==> src/rtl/unit_hazard_scoreboard.sv <==
// Load-use hazard scoreboard: per-register countdown of in-flight load results.
// Combinational stall/issue from state; the ID stage is held while a used source is pending.
module unit_hazard_scoreboard #(
  parameter int REG_ADDR_W = 5,
  parameter int LOAD_LAT   = 1,
  parameter int ZERO_REG   = 1,
  parameter int CNT_W      = 16
) (
  input  logic                  clk,
  input  logic                  rst_n,
  input  logic                  id_valid,
  input  logic                  id_memread,
  input  logic [REG_ADDR_W-1:0] id_rd,
  input  logic [REG_ADDR_W-1:0] id_rs,
  input  logic [REG_ADDR_W-1:0] id_rt,
  input  logic                  id_rs_used,
  input  logic                  id_rt_used,
  input  logic                  flush,
  output logic                  stall,
  output logic                  issue,
  output logic [CNT_W-1:0]      stall_cnt
);

  localparam int NUM_REGS = 2 ** REG_ADDR_W;
  localparam int SBW = (LOAD_LAT < 1) ? 1 : $clog2(LOAD_LAT + 1);
  localparam logic [SBW-1:0] LAT = SBW'(LOAD_LAT);
  localparam logic [SBW-1:0] ONE = SBW'(1);
  localparam logic [CNT_W-1:0] CNT_MAX = '1;

  logic [SBW-1:0] sb [NUM_REGS];
  logic rsHazard;
  logic rtHazard;
  logic loadIssue;

  function automatic logic isZeroReg(input logic [REG_ADDR_W-1:0] r);
    return (ZERO_REG != 0) && (r == '0);
  endfunction

  always_comb begin
    rsHazard = id_rs_used && (sb[id_rs] != '0) && !isZeroReg(id_rs);
    rtHazard = id_rt_used && (sb[id_rt] != '0) && !isZeroReg(id_rt);
  end

  assign stall     = id_valid && !flush && (rsHazard || rtHazard);
  assign issue     = id_valid && !flush && !stall;
  // With zero latency the result is always forwardable, so nothing is ever tracked.
  assign loadIssue = issue && id_memread && !isZeroReg(id_rd) && (LOAD_LAT != 0);

  always_ff @(posedge clk or negedge rst_n) begin
    if (!rst_n) begin
      for (int i = 0; i < NUM_REGS; i++) sb[i] <= '0;
    end else begin
      for (int i = 0; i < NUM_REGS; i++) begin
        if (sb[i] != '0) begin
          // A full count means the load entered ID/EX last cycle and is being squashed.
          if (flush && sb[i] == LAT) sb[i] <= '0;
          else                       sb[i] <= sb[i] - ONE;
        end
      end
      if (loadIssue) sb[id_rd] <= LAT;
    end
  end

  always_ff @(posedge clk or negedge rst_n) begin
    if (!rst_n)                            stall_cnt <= '0;
    else if (stall && stall_cnt != CNT_MAX) stall_cnt <= stall_cnt + 1'b1;
  end

endmodule

==> config.mk <==
export PLATFORM = sky130hd
export DESIGN_NAME = unit_hazard_scoreboard
export DESIGN_NICKNAME = d
export VERILOG_FILES = /design/src/rtl/unit_hazard_scoreboard.sv
export SDC_FILE = /design/constraint.sdc
export NUM_CORES = 1
export LEC_CHECK = 0
export ABC_AREA = 1
export BUFFER_PORTS_ARGS = -buffer_cell sky130_fd_sc_hd__buf_2
export CAP_MARGIN = 20
export CORE_MARGIN = 3
export CORE_UTILIZATION = 55
export DETAILED_ROUTE_END_ITERATION = 8
export PLACE_DENSITY = 0.76
export SKIP_CTS_REPAIR_TIMING = 1
export SYNTH_ARGS = -nofsm -noshare
export SYNTH_HDL_FRONTEND = slang
export SYNTH_SLANG_ARGS = --single-unit
==> constraint.sdc <==
create_clock -name clk -period 4.75 [get_ports clk]
set_clock_uncertainty 0.05 [all_clocks]
set_input_delay 0.2375 -clock clk [delete_from_list [all_inputs] [get_ports clk]]
set_output_delay 0.2375 -clock clk [all_outputs]
set_load 0.005 [all_outputs]
# ---- After elaboration in Yosys (flattened, before gate mapping)
# Cells that the tools add are included.
dict set report word_totals {
  mem_bits_ro 0
  latchBits 0
  register_bits 48
  memories 0
  word_cells 200
  input_bits 22
  mem_bits_rw 0
}
dict set report classes {
  order_cmp 4
  mux 73
  n_shift 0
  n_reduce_logical 52
  n_div 0
  addsub 33
  bitwise 4
  n_mul 0
  n_eq_ne 1
}
# op count
set op_table {}
lappend op_table {{1-bit 2-to-1 mux} 69}
lappend op_table {{1-bit logical AND} 43}
lappend op_table {{32-bit 2-to-1 mux} 1}
lappend op_table {{32-bit OR} 1}
lappend op_table {{1-bit subtractor (second input constant)} 32}
lappend op_table {{6-bit >= comparator (second input constant)} 3}
lappend op_table {{5-bit NOT with 6-bit output} 3}
lappend op_table {{16-bit by 1-bit adder with 16-bit output (second input constant)} 1}
lappend op_table {{16-bit != test (second input constant)} 1}
lappend op_table {{5-bit zero test} 3}
lappend op_table {{1-bit binary-select mux with 5-bit select} 2}
lappend op_table {{6-bit by 1-bit < comparator with 1-bit output (second input constant)} 1}
lappend op_table {{1-bit demux with 5-bit select} 1}
lappend op_table {{1-bit zero test} 5}
lappend op_table {{1-bit logical OR} 1}

# ---- Logic depth before layout (Yosys ltp)
dict set report logic_depth {
  depth_word 13
  ltp_mapped 17
  ltp_nobuf 15
}

# ---- Worst setup path before layout
# No wires, ideal clock.
dict set report synth_path {
  kind {register -> register}
  startpoint {reg stall_cnt[0]}
  endpoint {reg stall_cnt[10]}
  setup_slack_ns 2.919
  t_required_ns 4.626
  arrival_ns 1.707
  setup_ns 0.074
  path_buffers 1
  stages_incl_launch_ff 11
  cell_sequence {dfrtp_1 ha_1 nand3_1 nor2_1 nand2_1 nor2_1 nand4_1 nand3_4 buf_6 nand2_1 o21ai_2}
}
dict set report synth_between {
  elab_chain_cells 2
}
# element line_no
set synth_lines {}
lappend synth_lines {{from (decl)} 21} ;# output logic [CNT_W-1:0] stall_cnt
lappend synth_lines {{from (signal assigned)} 66} ;# else if (stall && stall_cnt != CNT_MAX) stall_cnt <= stall_cnt + 1'b1;
lappend synth_lines {{branches (longest 2 deep; another with 16-bit by 1-bit adder with 16-bit output)} n/a}
# Parallel ways; which one is timed is not known.
# A chain may end at the register's enable or synchronous reset.

# ---- Final worst setup path
dict set report layout_path {
  startpoint {reg stall_cnt[0]}
  endpoint {reg stall_cnt[13]}
}
# Same word-level chain as after synthesis.

==> impl_results.md <==
* Status: finished clean
* Avg Inst Size Synth at between 7 and 8 sq um
* Commonest non-fill, non-tap cells in the layout: nand2_1 (111), inv_1 (58), nand3_1 (58)
* Fmax at between 400 and 500 MHz
* Hold WC Path Type: input port to flip-flop
* Power density cells at 311 mW/mm^2
* Unrepaired setup endpoints after global routing: false
* CTS clk-pin slew, worst paths at 100 ps
* Peak supply drop at approximately 0.18 mV
* Detailed Route Iter0 Violations at between 200 and 250
* Sequential area share after synthesis at 0.407
* Antenna violations before repair at 0
* Layout area overhead at 11.8%
* Total Routing Usage GR at 0.222
* Yosys warnings at 0
* Final Setup Violations at 0
* Final Hold Viols at 0
* Post-synthesis sequential element count at 48
* DRC at 0
* Pin count of the biggest net entering global routing at 49
* Chip width at about 79 um
* PnR Total Power at a little over 1000 uW
* Wirelength per Cell at 12.9 um
* Critical path class: flip-flop to flip-flop
* Worst hold slack at ~240 ps
* Clock Path Buffers at 2
* Worst skew pair latency at 310 ps
* Asr flop ratio synth at 1.00
* EDFF count, synth at 0
* Buffers on Ports at 39
* Site Rows at 26
* DRT Wirelength at 6470 um
* Peak fanout along the critical path at 31
* Final worst path period share at 0.483
* Vias per std cell at between 5 and 6
* Antenna cells at 0
* DR vias at around 2600
* Slew Viols, Final at 0
* Commonest non-fill, non-tap cell in the layout: nand2_1
* First-pass GRT wire length at 11000 um
* Mapped Area at 0.00295 sq mm
* Die footprint at approximately 0.0063 sq mm
* WP data required at 4930 ps
* Fin Setup TNS at 0 ps
* Layout Utilization at 0.642
* TritonRoute pass-1 iters at 5
* Total CTS buffers at 5
* Startpoint types: flip-flop
* Synth Instances at around 390
* Root Buffer: clkbuf_8
* GRT overflow at 0
* Yosys cell types at 28
* Clock sinks at between 40 and 50
* Vias in the first global route at 2353
* Core area at 0.00514 sq mm
* Final antenna-violating net count at 0
* Final #Nets at approximately 450
* H-tree depth at 2
* Post-Syn Nets at 416
* CTS tree: built
* Top Ports at 40
* Layout cell share with drive strength beyond 1 at 0.183
* Die height at between 70 and 80 um
* HPWL Detailed at 4550 um
* Finished Cell Area at about 0.0033 sq mm
* Max cap viols at 0
* GP Congestion at a little over 0.9
* Placed inst area at around 0.0031 sq mm
* Initial Utilization at 0.574
* Top FF cell, synth: dfrtp_1
* Pleak at between 0.0015 and 0.002 uW
* Worst setup EP type: flip-flop
* Worst path arrival time at about 2500 ps
* Period minus WS final at between 2000 and 2500 ps
==> sequential cells by signal (all words and copies together) (netlist names) <==
signal     cells
sb            32
stall_cnt     16
==> stage by stage <==
stage	std cells	setup WS (ps)
after floorplan	393	2920
after global placement	491	2560
after detailed placement	491	2500
after CTS	499	2420
after global routing	501	2230
final	501	2460
==> critical path: stages, from the launching register on <==
cell	delay, ps
dfrtp_1	420
ha_1	210
nand3_1	120
nor2_1	320
nand2_1	150
nor2_1	180
nand4_1	160
nand3_4	390
nand2_1	130
o21ai_2	80
==> metal layers <==
layer  track usage  wire length, um
met3        0.0431              469
met1         0.332             3070
met4        0.0498               58
met2         0.333             2870
met5             0                0
==> worst paths after layout <==
check | slack (ps) | cells past startpoint | to | from
setup / recovery | 2460 | 9 | stall_cnt[13] | stall_cnt[0]
hold / removal | 240 | 3 | sb[5] | id_rd[4]
setup reg to reg | 2460 | 9 | stall_cnt[13] | stall_cnt[0]
hold reg to reg | 490 | 1 | stall_cnt[0] | stall_cnt[0]
max in group asynchronous | 3840 | 3 | sb[14] | rst_n
min in group asynchronous | 310 | 2 | stall_cnt[11] | rst_n
==> final cells by class <==
class,instances,area [sq um]
repair buffers,41,225
clock inverters,3,90.1
multi-input cells,270,1370
fillers,473,1840
inverters,64,255
flip-flops and latches,48,1200
well taps,70,87.6
clock buffers,5,68.8
==> power by group <==
part / internal, uW / leakage [uW] / switching (uW)
registers: 425 / 0.000663 / 21.5
logic: 66.4 / 0.000956 / 103
clock network: 263 / 0.0000784 / 146
==> cell usage after synthesis (2+ instances only) <==
library cell	n	area (sq um)
nand4_4	2	42.5
buf_6	8	90.1
dfrtp_1	48	1200
nand2_1	111	417
inv_1	58	218
xnor2_1	11	96.3
nand4_1	2	12.5
nand3_4	3	52.6
xor2_1	4	35.0
o21ai_2	15	131
nand2_2	5	31.3
nor2_1	52	195
clkinv_1	2	7.51
nand3_1	58	290
==> kinds of logic after synthesis <==
logic type	share of synthesized area
AOI/OAI and AO/OA	0.0462
adders and majority gates	0.00424
xor gates and xnor gates	0.0445
other	0.00127
DFF	0.407
buffers and inverters	0.128
and+or+nand+nor	0.368
Note: power is estimated with default switching activity, not from simulation.
